`src/rtl/alu32_responder.sv`:
```
// Request/response wrapper around a 32-bit ALU: requests are evaluated on accept and
// the result plus flags are queued in a small FIFO drained over a valid/ready channel.
module alu32_responder #(
   parameter int DEPTH = 2,
   parameter int CNT_W = 16
) (
   input  logic             clock,
   input  logic             reset,
   input  logic             req_valid,
   output logic             req_ready,
   input  logic [31:0]      req_A,
   input  logic [31:0]      req_B,
   input  logic [2:0]       req_control,
   output logic             rsp_valid,
   input  logic             rsp_ready,
   output logic [31:0]      rsp_out,
   output logic             rsp_overflow,
   output logic             rsp_zero,
   output logic             rsp_negative,
   output logic             rsp_illegal,
   output logic [CNT_W-1:0] op_count,
   output logic             sticky_overflow
);

   localparam int PTR_W = (DEPTH > 1) ? $clog2(DEPTH) : 1;
   localparam int OCC_W = $clog2(DEPTH + 1);
   localparam logic [OCC_W-1:0] DEPTH_C = OCC_W'(DEPTH);

   typedef struct packed {
      logic [31:0] out;
      logic        ovf;
      logic        zero;
      logic        neg;
      logic        ill;
   } entry_t;

   typedef enum logic [1:0] {S_EMPTY, S_PARTIAL, S_FULL} occ_state_t;

   function automatic entry_t alu_eval(input logic [31:0] a, input logic [31:0] b,
                                       input logic [2:0] ctl);
      entry_t     e;
      logic [31:0] r;
      e = '0;
      r = '0;
      case (ctl)
         3'd2: begin
            r     = a + b;
            e.ovf = (a[31] == b[31]) && (r[31] != a[31]);
         end
         3'd3: begin
            r     = a - b;
            e.ovf = (a[31] != b[31]) && (r[31] != a[31]);
         end
         3'd4:    r = a & b;
         3'd5:    r = a | b;
         3'd6:    r = ~(a | b);
         3'd7:    r = a ^ b;
         default: e.ill = 1'b1;
      endcase
      e.out  = r;
      e.zero = (r == 32'd0);
      e.neg  = r[31];
      return e;
   endfunction

   occ_state_t       state_q, state_d;
   logic [OCC_W-1:0] count_q, count_d;
   logic [PTR_W-1:0] wr_ptr_q, rd_ptr_q;
   logic [CNT_W-1:0] op_count_q;
   logic             sticky_q;
   entry_t           mem_q [DEPTH];
   entry_t           new_entry;
   entry_t           head;
   logic             push, pop;

   // Ready is forced low while reset is held so no request is taken during reset.
   assign req_ready = reset & (state_q != S_FULL);
   assign rsp_valid = (state_q != S_EMPTY);
   assign push      = req_valid & req_ready;
   assign pop       = rsp_valid & rsp_ready;
   assign new_entry = alu_eval(req_A, req_B, req_control);

   always_comb begin
      count_d = count_q;
      state_d = state_q;
      case ({push, pop})
         2'b10:   count_d = count_q + OCC_W'(1);
         2'b01:   count_d = count_q - OCC_W'(1);
         default: count_d = count_q;
      endcase
      if (count_d == '0)
         state_d = S_EMPTY;
      else if (count_d == DEPTH_C)
         state_d = S_FULL;
      else
         state_d = S_PARTIAL;
   end

   always_ff @(posedge clock or negedge reset) begin
      if (!reset) begin
         state_q    <= S_EMPTY;
         count_q    <= '0;
         wr_ptr_q   <= '0;
         rd_ptr_q   <= '0;
         op_count_q <= '0;
         sticky_q   <= 1'b0;
      end else begin
         state_q <= state_d;
         count_q <= count_d;
         if (push) begin
            wr_ptr_q   <= wr_ptr_q + PTR_W'(1);
            op_count_q <= op_count_q + CNT_W'(1);
            sticky_q   <= sticky_q | new_entry.ovf;
         end
         if (pop)
            rd_ptr_q <= rd_ptr_q + PTR_W'(1);
      end
   end

   // Storage is not reset; an empty FIFO masks whatever stale contents remain.
   always_ff @(posedge clock) begin
      if (push)
         mem_q[wr_ptr_q] <= new_entry;
   end

   assign head            = rsp_valid ? mem_q[rd_ptr_q] : '0;
   assign rsp_out         = head.out;
   assign rsp_overflow    = head.ovf;
   assign rsp_zero        = head.zero;
   assign rsp_negative    = head.neg;
   assign rsp_illegal     = head.ill;
   assign op_count        = op_count_q;
   assign sticky_overflow = sticky_q;

endmodule

```
`config.mk`:
```
export PLATFORM = sky130hd
export DESIGN_NAME = alu32_responder
export DESIGN_NICKNAME = d
export VERILOG_FILES = /design/src/rtl/alu32_responder.sv
export SDC_FILE = /design/constraint.sdc
export NUM_CORES = 1
export LEC_CHECK = 0
export CELL_PAD_IN_SITES_DETAIL_PLACEMENT = 1
export CELL_PAD_IN_SITES_GLOBAL_PLACEMENT = 1
export CORE_MARGIN = 2
export CORE_UTILIZATION = 43
export DETAILED_ROUTE_END_ITERATION = 12
export PLACE_DENSITY_LB_ADDON = 0.1
export SYNTH_ARGS = -nofsm -noshare
export SYNTH_HDL_FRONTEND = slang
export SYNTH_SLANG_ARGS = --single-unit
```
`constraint.sdc`:
```
create_clock -name clock -period 3.4 [get_ports clock]
set_input_delay 0.51 -clock clock [delete_from_list [all_inputs] [get_ports clock]]
set_output_delay 0.51 -clock clock [all_outputs]
set_load 0.01 [all_outputs]
```
==> results of run 1 <==
==> timing repair <==
| item | CTS |
|---|---|
| buffers inserted | 27 |
| endpoints found under the setup margin | 47 |
| resized for setup | 174 |
| gates cloned | 0 |
| hold buffers | 0 |
| pin swaps | 58 |
==> synth_stat cells (6+ instances only) <==
| cell | count | area share (%) |
|---|---|---|
| nor4_1 | 14 | 0.95 |
| ha_1 | 103 | 14 |
| dfrtp_1 | 23 | 6.2 |
| a21o_1 | 11 | 0.89 |
| or3_1 | 10 | 0.68 |
| nand4_1 | 9 | 0.61 |
| o311ai_0 | 7 | 0.66 |
| and3_1 | 7 | 0.47 |
| a21oi_1 | 65 | 3.5 |
| o21bai_1 | 6 | 0.49 |
| xor2_1 | 8 | 0.76 |
| nand2b_1 | 14 | 0.95 |
| nor2_1 | 108 | 4.4 |
| o22ai_1 | 12 | 0.81 |
| xnor2_1 | 33 | 3.1 |
| buf_2 | 11 | 0.59 |
| o21a_1 | 9 | 0.73 |
| a211o_1 | 7 | 0.66 |
| a31oi_1 | 12 | 0.81 |
| nand3_1 | 16 | 0.86 |
| nand2_1 | 76 | 3.1 |
| edfxtp_1 | 70 | 23 |
| o31ai_1 | 11 | 0.89 |
| o211ai_1 | 23 | 1.9 |
| inv_1 | 106 | 4.3 |
| a211oi_1 | 15 | 1.2 |
| a221oi_1 | 6 | 0.57 |
| o21ai_0 | 57 | 3.1 |
| mux2i_1 | 61 | 6.6 |
| nor3_1 | 17 | 0.92 |
| clkbuf_1 | 43 | 1.7 |
==> logic make-up after synthesis <==
kind of cell / Yosys count
compound gates: 298
xor+xnor: 41
fa+ha+maj: 105
buf+inv: 172
flops: 93
mux: 66
simple gates: 309
==> per-stage QoR <==
| step | std cells | cell area, µm² | util [%] | hold slack, ps | setup TNS (ps) |
|---|---|---|---|---|---|
| after floorplan | 1084 | 9310 | - | 214 | -526 |
| after global placement | 1724 | 12900 | 61.3 | 439 | -33310 |
| after detailed placement | 1724 | 12900 | 61.3 | 452 | -39370 |
| after CTS | 1765 | 14000 | 66.4 | 489 | -4380 |
==> routing by layer <==
layer	GRT overflow	global-route usage [%]
met4	5	55.4
met1	0	61.9
met5	0	13.4
met2	2	83.4
met3	0	41.0
==> flow_summary.json, run 1 <==
{
  "status": "stopped before the end",
  "haltStage": "5_1_grt",
  "toolErrorMsg": "[ERROR GRT-0232] Routing congestion too high. Check the congestion heatmap in the GUI.",
  "yosys_warnings": 0,
  "io_buffers": 125,
  "grt_antenna_before_repair": 16,
  "numCtsBuffers": 9,
  "muxShareOfSynthArea_pct": 7.20,
  "synth-seq-cells": 93,
  "pin_count": 126,
  "synth.cell_area_mm2": 0.00926,
  "overflow": 7,
  "synth-compound-area-share_pct": 22.2,
  "synthCells": 1084,
  "start_util_pct": 43.9,
  "ys.flop_type": "edfxtp_1",
  "synth_area_per_cell_um2": 8.55,
  "h-tree-depth": 3,
  "cts_root_buf": "clkbuf_16",
  "syn_nets": 1260,
  "clk_path_buf_depth": 2,
  "dpl.hpwl_mm": 29.5,
  "worstEndpointType": "register data pin",
  "grt_max_degree": 49,
  "die_x_um": 151,
  "rows": 53,
  "grt_usage_pct": 61.3,
  "synth_edf_count": 70,
  "yosysSeqAreaShare_pct": 28.9,
  "die_h_um": 151,
  "post-place-ws_ps": -1570,
  "grt-worst-endpoint": "mem_q[1][2]$_DFFE_PP_/D",
  "async_flop_share_pct": 24.7,
  "synth_xor_area_share_pct": 3.88,
  "synth-simple-area-share_pct": 16.0,
  "synth_cell_types": 81,
  "cts_sinks": 93,
  "synth-adder-area-share_pct": 14.3,
  "gp_congestion": 0.942,
  "synth_top_family_by_area": "compound AO/OA/AOI/OAI gates"
}
==> inputs of run 2 (changes only) <==
CELL_PAD_IN_SITES_DETAIL_PLACEMENT = unset   (was 1)
CELL_PAD_IN_SITES_GLOBAL_PLACEMENT = unset   (was 1)
CORE_UTILIZATION = 40   (was 43)
PLACE_DENSITY_LB_ADDON = 0.15   (was 0.1)
==> flow_summary.json, run 2 <==
{
  "ir_worst_vdd_v": 0.000351,
  "dpl.hpwl_mm": 23.8,
  "fin_crit_ps": 3930,
  "cts_sinks": 93,
  "arrival_ps": 4060,
  "final_common_cell": "buf_4",
  "syn_to_final_growth_pct": 56.8,
  "path_delay_family": "simple AND/OR/NAND/NOR gates",
  "yosysMostFrequentCell": "nor2_1",
  "h-tree-depth": 3,
  "drc": 0,
  "finalInstanceArea_mm2": 0.0145,
  "synth_area_leaders": "edfxtp_1 23%, ha_1 14%, mux2i_1 6.6%",
  "crit_chain": "buf_12, buf_12, ha_4, inv_2, fa_2, o21a_1, nand3_1, a21oi_1, or4b_4, or4_4, or4b_4, nor4_4, nand4b_1, nor4_2, nand4b_1, nor4_2",
  "fin_crit_sh_pct": 116,
  "p_switching_mw": 2.05,
  "hold_class": "reg2reg",
  "die_h_um": 156,
  "rsz0062_at_grt": "yes",
  "final_nets": 1670,
  "overflow": 0,
  "synthCells": 1084,
  "synth.cell_area_mm2": 0.00926,
  "wl_mm": 31.3,
  "powerDensity_mw_per_mm2": 389,
  "p_sw_share_pct": 36.2,
  "regMostFlops": "mem_q",
  "n_antenna_cell": 0,
  "p_leak_nw": 6.53,
  "status": "finished with violations",
  "io_buffers": 125,
  "startpoint_type": "input port",
  "max_freq_ghz": 0.254,
  "setup_ws_ps": -530,
  "vias": 9806,
  "crit_path_end_kind": "flip-flop",
  "critical_path_required_ps": 3530,
  "post-place-ws_ps": -1460,
  "cts_tree": "yes",
  "slowest_delay_ps": 550,
  "pwr-share-clk_pct": 16.3,
  "yosysSeqAreaShare_pct": 28.9,
  "clk_latency_ps": 330,
  "synthTopCellsByCount": "108 x nor2_1, 106 x inv_1, 103 x ha_1",
  "p_total_mw": 5.65,
  "synth_cell_types": 81,
  "setup-violations-final": 13,
  "dpl_cell_area_mm2": 0.0130,
  "r2r_slack_ps": 1330,
  "die_area_mm2": 0.0244,
  "synth-adder-area-share_pct": 14.3,
  "yosys_warnings": 0,
  "synth-compound-area-share_pct": 22.2,
  "via_per_inst": 5.50,
  "start_util_pct": 40.8,
  "violations": "negative setup slack",
  "maxSlewHeadroom_pct": 50.2,
  "hold_violations": 0,
  "synth_top_family_by_area": "compound AO/OA/AOI/OAI gates",
  "muxShareOfSynthArea_pct": 7.20,
  "finalNonFillerCells": 1784,
  "cts_root_buf": "clkbuf_16",
  "grt_pass1_wl_mm": 49.3,
  "drt-initial-drc-count": 597,
  "placed_cells": 1738,
  "fin_skew_ps": 7.09,
  "critPathMaxFanout": 2,
  "yosys.area.top_type_share_pct": 22.7,
  "synth-seq-cells": 93,
  "grt_pass1_vias": 9646,
  "async_flop_share_pct": 24.7,
  "synth_area_per_cell_um2": 8.55,
  "pin_count": 126,
  "drive_gt1_share_pct": 35.7,
  "ys.flop_type": "edfxtp_1",
  "syn_nets": 1260,
  "synth_xor_area_share_pct": 3.88,
  "cap_violations": 0,
  "gp_congestion": 0.962,
  "grt_usage_pct": 25.2,
  "worstSetupPathType": "in2reg",
  "power.internal_mw": 3.60,
  "wire_per_inst_um": 17.5,
  "maxSlewViolCount": 0,
  "die_x_um": 156,
  "final_cell_mix": "310 x buf_4, 104 x nor2_1, 88 x clkdlybuf4s50_1, 75 x nand2_1, 74 x ha_1",
  "cts_hold_buf": 0,
  "numCtsBuffers": 9,
  "largest_register_ffs": 70,
  "synth-simple-area-share_pct": 16.0,
  "clk_path_buf_depth": 2,
  "core_mm2": 0.0227,
  "ant_nets": 0,
  "slowest_stage": "or4_4",
  "yosysTopAreaCell": "edfxtp_1",
  "grt_max_degree": 37,
  "combPwrFrac_pct": 55.1,
  "worst_pin_slew_ps": 747,
  "synth_edf_count": 70,
  "path_clk_slew_ps": 60,
  "critPathBufInv": 3,
  "rows": 55,
  "dr.pass1.iters": 5,
  "grt_antenna_before_repair": 0,
  "sequentialPowerShare_pct": 28.6
}
-- run 2: worst reg2reg max path: cells and delay by family, from the launching register on --
kind                     cells  cell delay, ps
flip-flops                   1             380
adder cells (fa/ha/maj)      1             380
buffers and inverters        1             180
AND/OR/NAND/NOR              3             610
XOR/XNOR                     1             190
AO/OA/AOI/OAI                1             270
-- run 2: metrics by stage --
stage          setup TNS [ps]  utilization, %  hold slack (ps)
5_1_grt                 -3840            64.0              487
6_report                -2160            64.0              462
2_1_floorplan            -526               -              214
3_3_place_gp           -33390            57.0              443
4_1_cts                 -4060            61.4              463
3_5_place_dp           -34440            57.0              449
-- run 2: per-layer routing --
layer,routed length [µm],GRT usage (%)
met1,13700,33.0
met2,14700,42.3
met3,1630,3.06
met4,1230,10.6
met5,0,0
-- run 2: final timing paths --
check	endpoint	cells after the start	from
min in group asynchronous	wr_ptr_q$_DFFE_PN0P_	2	reset
min reg2reg	sticky_overflow$_DFFE_PN0P_	1	sticky_overflow$_DFFE_PN0P_
max	mem_q[1][2]$_DFFE_PP_	16	req_A[0]
min	sticky_overflow$_DFFE_PN0P_	1	sticky_overflow$_DFFE_PN0P_
max reg2reg	state_q[1]$_DFF_PN0_	7	state_q[1]$_DFF_PN0_
max in group asynchronous	rd_ptr_q$_DFFE_PN0P_	2	reset
-- run 2: logic make-up after synthesis --
family                   count (synthesis)
AND/OR/NAND/NOR                        309
adder cells (fa/ha/maj)                105
multiplexers                            66
flip-flops                              93
AO/OA/AOI/OAI                          298
buffers and inverters                  172
XOR/XNOR                                41
-- run 2: layout make-up --
class	count	area [µm²]
Clock inverter	2	10.0
Tap cell	285	357
Timing Repair Buffer	462	3910
Sequential cell	93	2680
Fill cell	1938	8180
Inverter	109	434
Clock buffer	14	268
Multi-Input combinational cell	819	6870
-- run 2: power groups by stage --
stage / combinational, mW / clock (mW) / sequential [mW]
floorplan: 1.44 / 0 / 1.56
global placement: 2.79 / 0 / 1.63
detailed placement: 2.82 / 0 / 1.64
CTS: 2.99 / 0.936 / 1.62
global route: 3.36 / 0.995 / 1.64
finish: 3.11 / 0.920 / 1.61
-- run 2: timing repair --
action / in CTS / in global routing
hold endpoints to repair: 0 / 0
buffers inserted: 14 / 22
endpoints found under the setup margin: 45 / 31
resized for setup: 167 / 126
pin swaps: 50 / 53
cloned: 0 / 0
(Power assumes the default switching activity.)
==> inputs of run 3 (changes only) <==
PLACE_DENSITY = 0.71   (was unset)
PLACE_DENSITY_LB_ADDON = unset   (was 0.15)
REMOVE_ABC_BUFFERS = 1   (was unset)
==> flow_summary.json, run 3 (synthesis results as in run 2) <==
{
  "status": "finished with violations",
  "violations": "negative setup slack",
  "drc": 0,
  "use_met3_pct": 2.81,
  "wire_per_inst_um": 17.6,
  "cap_violations": 0,
  "maxSlewViolCount": 0,
  "ff2ff_path_depth": 7,
  "gr-usage-met1_pct": 35.3,
  "worstSetupPathType": "in2reg",
  "clk_latency_ps": 340,
  "setup_ws_ps": -408,
  "pwr-share-clk_pct": 16.7,
  "fin_crit_sh_pct": 112,
  "cts_tree": "yes",
  "start_util_pct": 40.8,
  "p_switching_mw": 2.12,
  "slowest_stage": "or4_4",
  "placed_cells": 1733,
  "powerDensity_mw_per_mm2": 396,
  "via_per_inst": 5.58,
  "fill_cells": 1897,
  "p_sw_share_pct": 37.4,
  "critPathMaxFanout": 2,
  "h-tree-depth": 3,
  "arrival_ps": 3950,
  "largest_register_ffs": 70,
  "p_total_mw": 5.68,
  "hp-start": "op_count[15]$_DFFE_PN0P_",
  "final_nets": 1664,
  "drive_gt1_share_pct": 34.8,
  "grt_use_met2_pct": 41.2,
  "regMostFlops": "mem_q",
  "ir_worst_vdd_v": 0.000338,
  "gp_congestion": 0.951,
  "final_common_cell": "buf_4",
  "clk_path_buf_depth": 2,
  "core_mm2": 0.0227,
  "combPwrFrac_pct": 55.0,
  "grt_max_degree": 39,
  "worst_pin_slew_ps": 702,
  "numCtsBuffers": 9,
  "holdPathStages": 1,
  "drt-initial-drc-count": 804,
  "grt_pass1_wl_mm": 49.7,
  "setup-violations-final": 8,
  "n_antenna_cell": 0,
  "hold_class": "reg2reg",
  "regArea_mm2": 0.00268,
  "fin_skew_ps": 5.17,
  "r2r_slack_ps": 1170,
  "startpoint_type": "input port",
  "final_util_pct": 63.2,
  "rows": 55,
  "critical_path_required_ps": 3550,
  "crit_chain": "buf_8, inv_4, ha_4, fa_2, nor2_4, o31ai_4, nand3_1, a21oi_1, or4b_4, or4_4, or4b_4, nor4_4, nand4b_1, nor4_2, nand4b_1, nor4_2",
  "crit_path_end_kind": "flip-flop",
  "die_x_um": 156,
  "maxSlewHeadroom_pct": 53.2,
  "max_freq_ghz": 0.263,
  "grt_usage_pct": 25.4,
  "rsz0062_at_grt": "yes",
  "reg2reg_to": "state_q[1]$_DFF_PN0_",
  "wl_mm": 31.3,
  "p_leak_nw": 6.44,
  "dr.pass1.iters": 5,
  "timing.rr.start": "state_q[0]$_DFF_PN0_",
  "final.setup.tns_ps": -1160,
  "fin_crit_ps": 3810,
  "die_h_um": 156,
  "cts_root_buf": "clkbuf_16",
  "hold_violations": 0,
  "die_area_mm2": 0.0244,
  "path_clk_slew_ps": 70,
  "dpl.hpwl_mm": 24.0,
  "slowest_delay_ps": 550,
  "power.internal_mw": 3.56,
  "io_buffers": 125,
  "grt_antenna_before_repair": 0,
  "grt_pass1_vias": 9681,
  "finalNonFillerCells": 1778,
  "syn_to_final_growth_pct": 54.9,
  "vias": 9927,
  "overflow": 0,
  "sequentialPowerShare_pct": 28.3,
  "ant_nets": 0,
  "multi_input_area_mm2": 0.00677,
  "pin_count": 126,
  "cts_sinks": 93,
  "grt.busiest_layer": "met2",
  "holdPathEnd": "op_count[15]$_DFFE_PN0P_",
  "final_cell_mix": "316 x buf_4, 103 x nor2_1, 86 x clkdlybuf4s50_1, 77 x ha_1, 75 x nand2_1"
}
[run 3: cell type report]
cell class              count  share of cell area [%]
repair buffers            456                    26.7
flip-flops and latches     93                    18.7
clock inverters             7                   0.436
inverters                 109                    2.99
well taps                 285                    2.48
clock buffers               9                    1.57
multi-input cells         819                    47.2
[run 3: power by group through the flow]
stage               Clock, mW  Combinational, mW  Sequential (mW)
CTS                     0.967               3.05             1.61
detailed placement          0               2.85             1.63
finish                  0.949               3.13             1.61
global route             1.01               3.35             1.63
global placement            0               2.82             1.62
floorplan                   0               1.30             1.64
[run 3: metrics by stage]
| step | setup WS [ps] | area, µm² | hold slack [ps] |
|---|---|---|---|
| floorplan | -474 | 8980 | 214 |
| global placement | -1350 | 12900 | 443 |
| detailed placement | -1410 | 12900 | 456 |
| CTS | -633 | 14100 | 466 |
| global route | -570 | 14400 | 478 |
| finish | -408 | 14400 | 465 |
[run 3: metal layers]
| metal | vias up | wire length [µm] |
|---|---|---|
| li1 | 4734 | - |
| met3 | 73 | 2110 |
| met1 | 4718 | 13900 |
| met4 | 0 | 885 |
| met2 | 402 | 14500 |
| met5 | - | 0 |
[run 3: what timing repair did]
item | CTS | global route
pin swaps | 57 | 41
setup buffers | 25 | 7
gates resized for setup | 209 | 68
hold buffers | 0 | 0
setup endpoints to repair | 41 | 21
[run 3: critical path, delay by kind of cell]
family                   cells  cell delay [ps]
AND/OR/NAND/NOR             10             2640
adder cells (fa/ha/maj)      2              520
AO/OA/AOI/OAI                2              150
buffers and inverters        2              130
[run 3: worst max path at each step]
| stage | from | endpoint | slack (ps) |
|---|---|---|---|
| finish | req_A[0] | mem_q[0][2]$_DFFE_PP_ | -410 |
| detailed placement | req_A[0] | mem_q[1][2]$_DFFE_PP_ | -1410 |
| CTS | req_A[0] | mem_q[1][2]$_DFFE_PP_ | -630 |
| global placement | req_A[0] | mem_q[0][2]$_DFFE_PP_ | -1350 |
| floorplan | req_A[0] | mem_q[0][2]$_DFFE_PP_ | -470 |
| global route | req_A[0] | mem_q[1][2]$_DFFE_PP_ | -570 |
